**src/rtl/sweep_pkg.sv**
```systemverilog
// Shared definitions for the frequency sweep controller: the sweep mode
// encoding and the default frequency word width.
package sweep_pkg;

  localparam int DEFAULT_FREQ_W = 20;

  typedef enum logic [1:0] {
    SWEEP_FIXED = 2'b00,
    SWEEP_UP    = 2'b01,
    SWEEP_DOWN  = 2'b10,
    SWEEP_TRI   = 2'b11
  } sweep_mode_e;

endpackage

```
**src/rtl/step_prescaler.sv**
```systemverilog
// Modulo-STEP_DIV counter that marks the terminal count on which a sweep step
// is taken; holds while disabled and clears on request.
module step_prescaler #(
  parameter int STEP_DIV = 100000
) (
  input  logic clk,
  input  logic rst,
  input  logic clr,
  input  logic en,
  output logic tick
);

  localparam int CW = (STEP_DIV > 2) ? $clog2(STEP_DIV) : 1;
  localparam logic [CW-1:0] LAST = CW'(STEP_DIV - 1);

  logic [CW-1:0] cnt;

  assign tick = en && (cnt == LAST);

  always_ff @(posedge clk) begin
    if (rst || clr) begin
      cnt <= '0;
    end else if (en) begin
      cnt <= (cnt == LAST) ? '0 : cnt + 1'b1;
    end
  end

endmodule

```
**src/rtl/sweep_ctrl.sv**
```systemverilog
// Frequency sweep controller feeding the DDS core: fixed, linear up/down and
// triangle sweeps between live bounds, one step every STEP_DIV cycles.
module sweep_ctrl
  import sweep_pkg::*;
#(
  parameter int FREQ_W   = DEFAULT_FREQ_W,
  parameter int STEP_DIV = 100000
) (
  input  logic              clk,
  input  logic              rst,
  input  logic              enable,
  input  logic [1:0]        sweep_mode,
  input  logic [FREQ_W-1:0] freq_config,
  input  logic [FREQ_W-1:0] freq_min,
  input  logic [FREQ_W-1:0] freq_max,
  input  logic [FREQ_W-1:0] freq_step,
  output logic [FREQ_W-1:0] current_freq,
  output logic              sweep_dir,
  output logic              step_tick,
  output logic              sweep_wrap,
  output logic              cfg_err
);

  sweep_mode_e mode_in, mode_q;
  logic        restart_q, restart, pre_tick;

  logic [FREQ_W-1:0] freq_d;
  logic              dir_d, tick_d, wrap_d;
  logic [FREQ_W:0]   cur_plus_step, min_plus_step;

  assign mode_in = sweep_mode_e'(sweep_mode);
  assign restart = restart_q || (mode_in != mode_q);

  // Extra bit on the sums so bound comparisons never overflow.
  assign cur_plus_step = {1'b0, current_freq} + {1'b0, freq_step};
  assign min_plus_step = {1'b0, freq_min} + {1'b0, freq_step};

  step_prescaler #(.STEP_DIV(STEP_DIV)) u_prescaler (
    .clk  (clk),
    .rst  (rst),
    .clr  (restart),
    .en   (enable),
    .tick (pre_tick)
  );

  always_comb begin
    freq_d = current_freq;
    dir_d  = sweep_dir;
    tick_d = 1'b0;
    wrap_d = 1'b0;
    if (restart) begin
      case (mode_in)
        SWEEP_FIXED: begin freq_d = freq_config; dir_d = 1'b0; end
        SWEEP_UP:    begin freq_d = freq_min;    dir_d = 1'b0; end
        SWEEP_DOWN:  begin freq_d = freq_max;    dir_d = 1'b1; end
        default:     begin freq_d = freq_min;    dir_d = 1'b0; end
      endcase
    end else if (mode_in == SWEEP_FIXED) begin
      if (enable) freq_d = freq_config;
      tick_d = pre_tick;
    end else if (cfg_err) begin
      // Inverted bounds: park on the lower bound until they are fixed.
      freq_d = freq_min;
    end else if (pre_tick) begin
      tick_d = 1'b1;
      if (freq_step != '0) begin
        case (mode_in)
          SWEEP_UP: begin
            if (cur_plus_step > {1'b0, freq_max}) begin
              freq_d = freq_min;
              wrap_d = 1'b1;
            end else begin
              freq_d = cur_plus_step[FREQ_W-1:0];
            end
          end
          SWEEP_DOWN: begin
            if ({1'b0, current_freq} < min_plus_step) begin
              freq_d = freq_max;
              wrap_d = 1'b1;
            end else begin
              freq_d = current_freq - freq_step;
            end
          end
          default: begin
            if (!sweep_dir) begin
              if (cur_plus_step >= {1'b0, freq_max}) begin
                freq_d = freq_max;
                dir_d  = 1'b1;
              end else begin
                freq_d = cur_plus_step[FREQ_W-1:0];
              end
            end else begin
              if ({1'b0, current_freq} <= min_plus_step) begin
                freq_d = freq_min;
                dir_d  = 1'b0;
                wrap_d = 1'b1;
              end else begin
                freq_d = current_freq - freq_step;
              end
            end
          end
        endcase
      end
    end
  end

  always_ff @(posedge clk) begin
    if (rst) begin
      current_freq <= '0;
      sweep_dir    <= 1'b0;
      step_tick    <= 1'b0;
      sweep_wrap   <= 1'b0;
      cfg_err      <= 1'b0;
      restart_q    <= 1'b1;
      mode_q       <= SWEEP_FIXED;
    end else begin
      current_freq <= freq_d;
      sweep_dir    <= dir_d;
      step_tick    <= tick_d;
      sweep_wrap   <= wrap_d;
      cfg_err      <= (freq_min > freq_max);
      restart_q    <= 1'b0;
      mode_q       <= mode_in;
    end
  end

endmodule

```
**config.mk**
```make
export PLATFORM = sky130hd
export DESIGN_NAME = sweep_ctrl
export DESIGN_NICKNAME = d
export VERILOG_FILES = /design/src/rtl/sweep_pkg.sv /design/src/rtl/step_prescaler.sv /design/src/rtl/sweep_ctrl.sv
export SDC_FILE = /design/constraint.sdc
export NUM_CORES = 1
export LEC_CHECK = 0
export ABC_AREA = 1
export ABC_CLOCK_PERIOD_IN_PS = 5200
export CORE_MARGIN = 2
export CORE_UTILIZATION = 50
export CTS_CLUSTER_SIZE = 25
export DETAILED_ROUTE_END_ITERATION = 10
export PLACE_DENSITY = 0.73
export SYNTH_ARGS = -nofsm -noshare
export SYNTH_HDL_FRONTEND = slang
export SYNTH_HIERARCHICAL = 1
export SYNTH_SLANG_ARGS = --single-unit
export TNS_END_PERCENT = 100
```
**constraint.sdc**
```tcl
create_clock -name clk -period 5.2 [get_ports clk]
set_clock_uncertainty 0.15 [all_clocks]
set_input_delay 0.52 -clock clk [delete_from_list [all_inputs] [get_ports clk]]
set_output_delay 0.52 -clock clk [all_outputs]
set_load 0.02 [all_outputs]
```
; Yosys cells after proc, flatten, opt, wreduce, memory -nomap -nowiden
; Index checks and enable logic that the tools add are counted.
[totals]
reg_bits = 44
out_inout_bits = 24
elab_cells = 74
in_bits = 85
[op_classes]
bitwise_logic = 2
reduce_logical = 14
mux = 33
n_eq_ne = 8
add_sub_neg = 4
n_lt_le_gt_ge = 5
[op_table]
columns = cell, n
row1 = 20-bit two-way mux, 11
row2 = 20-bit case mux with 2 select lines, 2
row3 = 20-bit by 20-bit adder with 21-bit output, 2
row4 = 21-bit by 20-bit >= comparator with 1-bit output, 1
row5 = 21-bit by 20-bit > comparator with 1-bit output, 1
row6 = 20-bit by 21-bit <= comparator with 1-bit output, 1
row7 = 20-bit by 21-bit less-than comparator with 1-bit output, 1
row8 = 20-bit > comparator, 1
row9 = 20-bit nonzero test, 1
row10 = 20-bit subtractor, 1
row11 = 1-bit two-way mux, 18
row12 = 17-bit by 1-bit adder with 17-bit output (second input constant), 1
row13 = 17-bit == test (second input constant), 1
row14 = 17-bit two-way mux, 1
row15 = 4-bit nonzero test, 2
row16 = 2-bit by 1-bit != test with 1-bit output (second input constant), 3
row17 = 6-bit OR reduction, 1
row18 = 5-bit AND reduction, 1
row19 = 2-bit nonzero test, 2
row20 = 2-bit OR reduction, 2
row21 = 3-bit by 2-bit != test with 1-bit output (second input constant), 1
row22 = 3-bit AND reduction, 1
row23 = 2-bit by 1-bit == test with 1-bit output (second input constant), 1
row24 = 2-bit == test (second input constant), 1
row25 = other kinds (6), 8

; Longest topological paths before layout
[depth]
depth_word = 10
depth_mapped = 33
depth_no_buf = 31

; By module
; Netlist, hierarchy kept.
[modules_own_cells]
columns = module, area_per_inst_um2, instances, cells_per_inst
row1 = sweep_ctrl, 7683.6, 1, 1264
row2 = step_prescaler, 970.9, 1, 153

; Worst setup path before layout
; No wires, ideal clock.
[synth_timing]
path_kind = in2reg
from = input port freq_min[0]
to = register current_freq[13]
path_buffers = 2
path_slack_ps = 1232
t_required_ps = 4984
arrival_time_ps = 3752
stages = 25
path_cell_list = ha_1 > inv_1 > fa_1 > o21ai_2 > a21oi_1 > o21ai_0 > nand3_1 > nand2_1 > a31oi_1 > xor2_1 > ha_1 > a21oi_1 > o21bai_1 > nand4_1 > nand2_2 > buf_6 > nand3_2 > buf_6 > o21ai_1 > inv_1 > nand2_1 > nand3_1 > nand2_1 > nand2_1 > a21oi_2
[synth_via]
elab_chain_cells = 10
elab_cells_between_ends = 12
[synth_lines]
columns = item, line
row1 = "start, declared", sweep_ctrl.sv:14  ; input logic [FREQ_W-1:0] freq_min,
row2 = 20-bit by 20-bit adder with 21-bit output (*), sweep_ctrl.sv:36  ; assign min_plus_step = {1'b0, freq_min} + {1'b0, freq_step};
row3 = 20-bit by 21-bit <= comparator with 1-bit output, sweep_ctrl.sv:93  ; if ({1'b0, current_freq} <= min_plus_step) begin
row4 = 20-bit two-way mux, sweep_ctrl.sv:93
row5 = 20-bit two-way mux, sweep_ctrl.sv:85  ; if (!sweep_dir) begin
row6 = 20-bit case mux with 2 select lines (*), sweep_ctrl.sv:67  ; case (mode_in)
row7 = 20-bit two-way mux (*), sweep_ctrl.sv:66  ; if (freq_step != '0) begin
row8 = 20-bit two-way mux (*), sweep_ctrl.sv:64  ; end else if (pre_tick) begin
row9 = 20-bit two-way mux (*), sweep_ctrl.sv:61  ; end else if (cfg_err) begin
row10 = 20-bit two-way mux (*), sweep_ctrl.sv:58  ; end else if (mode_in == SWEEP_FIXED) begin
row11 = 20-bit two-way mux (*), sweep_ctrl.sv:51  ; if (restart) begin
row12 = "end signal, assigned", sweep_ctrl.sv:117  ; current_freq <= freq_d;
row13 = "end, declared", sweep_ctrl.sv:17  ; output logic [FREQ_W-1:0] current_freq,
; Every way passes the cells marked *; elsewhere a longest branch is shown, timed or not. The select of a mux whose other input is x is not followed.
; A chain may end at the register's enable or synchronous reset.

; Final worst setup path
[layout_timing]
from = input port freq_step[0]
to = register current_freq[8]
[layout_via]
elab_chain_cells = 10
elab_cells_between_ends = 21
[layout_lines]
columns = item, line
row1 = "start, declared", sweep_ctrl.sv:16  ; input logic [FREQ_W-1:0] freq_step,
row2 = "20-bit by 20-bit adder with 21-bit output, on equally long branches", "sweep_ctrl.sv:35, sweep_ctrl.sv:36"
row3 = 21-bit by 20-bit >= comparator with 1-bit output / 20-bit by 21-bit <= comparator with 1-bit output (equally long branches), "sweep_ctrl.sv:86, sweep_ctrl.sv:93"
row4 = "20-bit two-way mux, on equally long branches", "sweep_ctrl.sv:86, sweep_ctrl.sv:93"
row5 = 20-bit two-way mux, sweep_ctrl.sv:85
row6 = 20-bit case mux with 2 select lines, sweep_ctrl.sv:67
row7 = 20-bit two-way mux, sweep_ctrl.sv:66
row8 = 20-bit two-way mux, sweep_ctrl.sv:64
row9 = 20-bit two-way mux, sweep_ctrl.sv:61
row10 = 20-bit two-way mux, sweep_ctrl.sv:58
row11 = 20-bit two-way mux, sweep_ctrl.sv:51
; Parallel ways exist; a longest one is shown, timed or not. The select of a mux whose other input is x is not followed.

==> flow_summary.json <==
{
  "cp.arrival_ps": 4960,
  "die_w_um": 135.6,
  "power.switching_mw": 1.283,
  "cts_root_buffer": "clkbuf_16",
  "core_mm2": 0.01712,
  "finalNetCount": 1796,
  "slowest_stage": "clkdlybuf4s50_1",
  "io_buffer_count": 108,
  "cpMostUsedCell": "nand2_1",
  "seqPwrFrac": 0.161,
  "ios": 109,
  "finalHoldViolations": 0,
  "setup_viol": 0,
  "clock_latency_ps": 300,
  "grt_max_degree": 39,
  "startpoint": "freq_step[0]",
  "grt_pass1_wl_um": 56260,
  "min_period_ps": 4877,
  "clock_sinks": 44,
  "status": "completed",
  "finalCritPeriodShare": 0.9379,
  "yosysWarnings": 6,
  "gp_congestion": 1.084,
  "critPathKind": "in2reg",
  "final_area_mm2": 0.01073,
  "min_path_cells": 2,
  "drt-pass1-iter-count": 5,
  "setup.worst_path.end": "current_freq[8]$_SDFFE_PP0P_",
  "drcViolationCount": 0,
  "antenna_found_initial": 1,
  "die_area_mm2": 0.01838,
  "initial_core_util": 0.5056,
  "slowest_delay_ps": 490,
  "power.leakage_nw": 5.260,
  "grt_usage": 0.4034,
  "rsz0062_at_grt": "no",
  "hold_class": "reg2reg",
  "peakVddDrop_mv": 0.1806,
  "clock.fmax_mhz": 205.0,
  "routed_wirelength_um": 37890,
  "tightest_slew_ps": 1071,
  "clk_pin_slew_worst_paths_ps": 70,
  "ys_ff_latch": 44,
  "clockBufferDepth": 2,
  "r2r-start": "current_freq[0]$_SDFFE_PP0P_",
  "worstReg2RegEnd": "current_freq[8]$_SDFFE_PP0P_",
  "maxSlewHeadroom": 0.2771,
  "cp.required_ps": 5290,
  "drive_gt1_frac": 0.1255,
  "rows": 48,
  "cts.htree.levels": 2,
  "vias": 10830,
  "cts_tree": "yes",
  "syn_nets": 1628,
  "rr_worst_depth": 30,
  "fillers": 1662,
  "syn_area_mm2": 0.008655,
  "numCtsBuffers": 5,
  "critPathLaunchType": "primary input",
  "r2r_slack_ps": 660,
  "path_max_fanout": 5,
  "avgRoutedWirePerCell_um": 20.91,
  "ant_nets": 0,
  "grt_pass1_vias": 9902,
  "switching_share": 0.5099,
  "synth_cells": 1417,
  "dp_hpwl_um": 31250,
  "cts_hold_buf": 0,
  "fp.dieH_um": 135.6,
  "critPathCaptureType": "register",
  "hp-start": "u_prescaler/cnt[13]$_SDFFE_PP0P_",
  "drv_slew": 0,
  "synth.distinct_cells": 59,
  "syn_avg_cell_area_um2": 6.108,
  "viasPerCell": 5.979,
  "seq_area_frac_synth": 0.1018,
  "overflow": 0,
  "internal_power_mw": 1.234,
  "drt_iter0_drc": 999,
  "holdWs_ps": 391.2,
  "area_growth_pct": 24.00,
  "cap_violations": 0,
  "tns_ps": 0,
  "power_mw": 2.517,
  "combPwrFrac": 0.684,
  "p_clk_frac": 0.155,
  "post_dp_cell_area_mm2": 0.01051,
  "power_density_mw_per_mm2": 234.6
}
## metrics by stage
stage                     utilization  setup WS [ps]  std cells
after floorplan                     -           1232       1417
after global routing           0.6268          53.26       1811
final                          0.6270          323.0       1812
after CTS                      0.6238          188.1       1808
after global placement         0.6137         -95.25       1800
after detailed placement       0.6137         -101.8       1800
## registers in the layout, summed over array words and instances, names as in the netlist
register / cells
cfg_err: 1
current_freq: 20
mode_q: 2
restart_q: 1
step_tick: 1
sweep_dir: 1
sweep_wrap: 1
u_prescaler/cnt: 17
## layout by cell type (no fill, tap or decap), types with 3 or more instances in the layout
cell type	n
a211oi_1	5
a21o_1	7
a21oi_1	112
a21oi_2	15
a221oi_1	21
a31oi_1	4
buf_4	92
clkbuf_16	5
clkdlybuf4s50_1	108
clkinv_1	4
dfxtp_1	44
ha_1	122
inv_1	155
inv_2	19
nand2_1	347
nand2_2	19
nand2_4	3
nand3_1	90
nand3_2	7
nand3_4	3
nand4_1	21
nor2_1	119
nor2_2	10
nor2_4	3
nor3_1	18
nor4_1	7
o211ai_1	5
o21ai_0	87
o21ai_1	24
o21bai_1	8
o22ai_1	7
xnor2_1	8
xor2_1	47
## power by group through the flow
stage / Sequential [mW] / Clock [mW] / Combinational [mW]
floorplan: 0.409 / 0 / 1.01
global placement: 0.409 / 0 / 1.64
detailed placement: 0.408 / 0 / 1.65
CTS: 0.402 / 0.387 / 1.66
global route: 0.404 / 0.398 / 1.86
finish: 0.406 / 0.389 / 1.72
## cells by family (layout without fill, tap and decap cells)
logic type	Yosys count	in the layout	share of synthesized area
flip-flops	44	44	0.1018
XOR/XNOR	57	57	0.05768
adder cells (fa/ha/maj)	126	126	0.1848
buffers and inverters	221	389	0.1041
AND/OR/NAND/NOR	655	656	0.3376
AO/OA/AOI/OAI	314	314	0.2141
other	0	1	0
## cell type report
class / count / area [um2] / area share
antenna: 1 / 2.502 / 0.0002332
clock buffer: 5 / 125.1 / 0.01166
clock inverter: 3 / 46.29 / 0.004314
inverter: 179 / 673.1 / 0.06273
multi-input combinational: 1153 / 6910 / 0.6439
sequential: 44 / 880.8 / 0.08208
tap: 225 / 281.5 / 0.02623
timing repair buffer: 202 / 1812 / 0.1688
## worst min-delay path by stage
stage | endpoint | slack, ps
finish | u_prescaler/cnt[13]$_SDFFE_PP0P_ | 390
global route | u_prescaler/cnt[13]$_SDFFE_PP0P_ | 440
detailed placement | u_prescaler/cnt[9]$_SDFFE_PP0P_ | 380
floorplan | u_prescaler/cnt[13]$_SDFFE_PP0P_ | 350
CTS | u_prescaler/cnt[5]$_SDFFE_PP0P_ | 390
global placement | u_prescaler/cnt[0]$_SDFFE_PP0P_ | 370
## cell usage after synthesis (all sizes together)
cell,n,area share
nand2,370,0.17
inv,174,0.075
nor2,131,0.062
a21oi,128,0.082
ha,123,0.18
o21ai,113,0.066
nand3,100,0.066
xor2,49,0.050
dfxtp,44,0.10
a221oi,21,0.021
buf,21,0.017
clkbuf,21,0.0091
nand4,21,0.015
nor3,19,0.012
o21bai,10,0.0091
xnor2,8,0.0081
a21o,7,0.0061
nor4,7,0.0051
o22ai,7,0.0051
a211oi,5,0.0043
clkinv,5,0.0023
o211ai,5,0.0043
a21boi,4,0.0039
a31oi,4,0.0029
fa,3,0.0069
nand3b,2,0.0022
o21a,2,0.0017
o311ai,2,0.0020
o31ai,2,0.0017
a211o,1,0.0010
a31o,1,0.0010
and2,1,0.0010
and3,1,0.00072
nor3b,1,0.0014
nor4b,1,0.0010
o2111ai,1,0.0010
o221ai,1,0.0010
or2,1,0.00072
## critical path: cells and delay by family
kind	cells	cell delay, ps
buffers and inverters	4	870
xor gates and xnor gates	1	180
AOI/OAI and AO/OA	3	500
adders and majority gates	3	990
and+or+nand+nor	20	1870
## metal layers
layer  up-vias  track usage  routed length, um
met3       138      0.04751               3702
met5         -            0                  0
met1      4972       0.5147              14760
li1       5090            -                  -
met4         0       0.2251               2364
met2       634       0.6597              17070
## what timing repair did
| item | 4_1_cts | 5_1_grt |
|---|---|---|
| endpoints found under the setup margin | 0 | 19 |
| gates resized for setup | 0 | 7 |
| hold endpoints to repair | 0 | 0 |
| setup buffers | 0 | 2 |
Power figures use the tool's default switching activity.
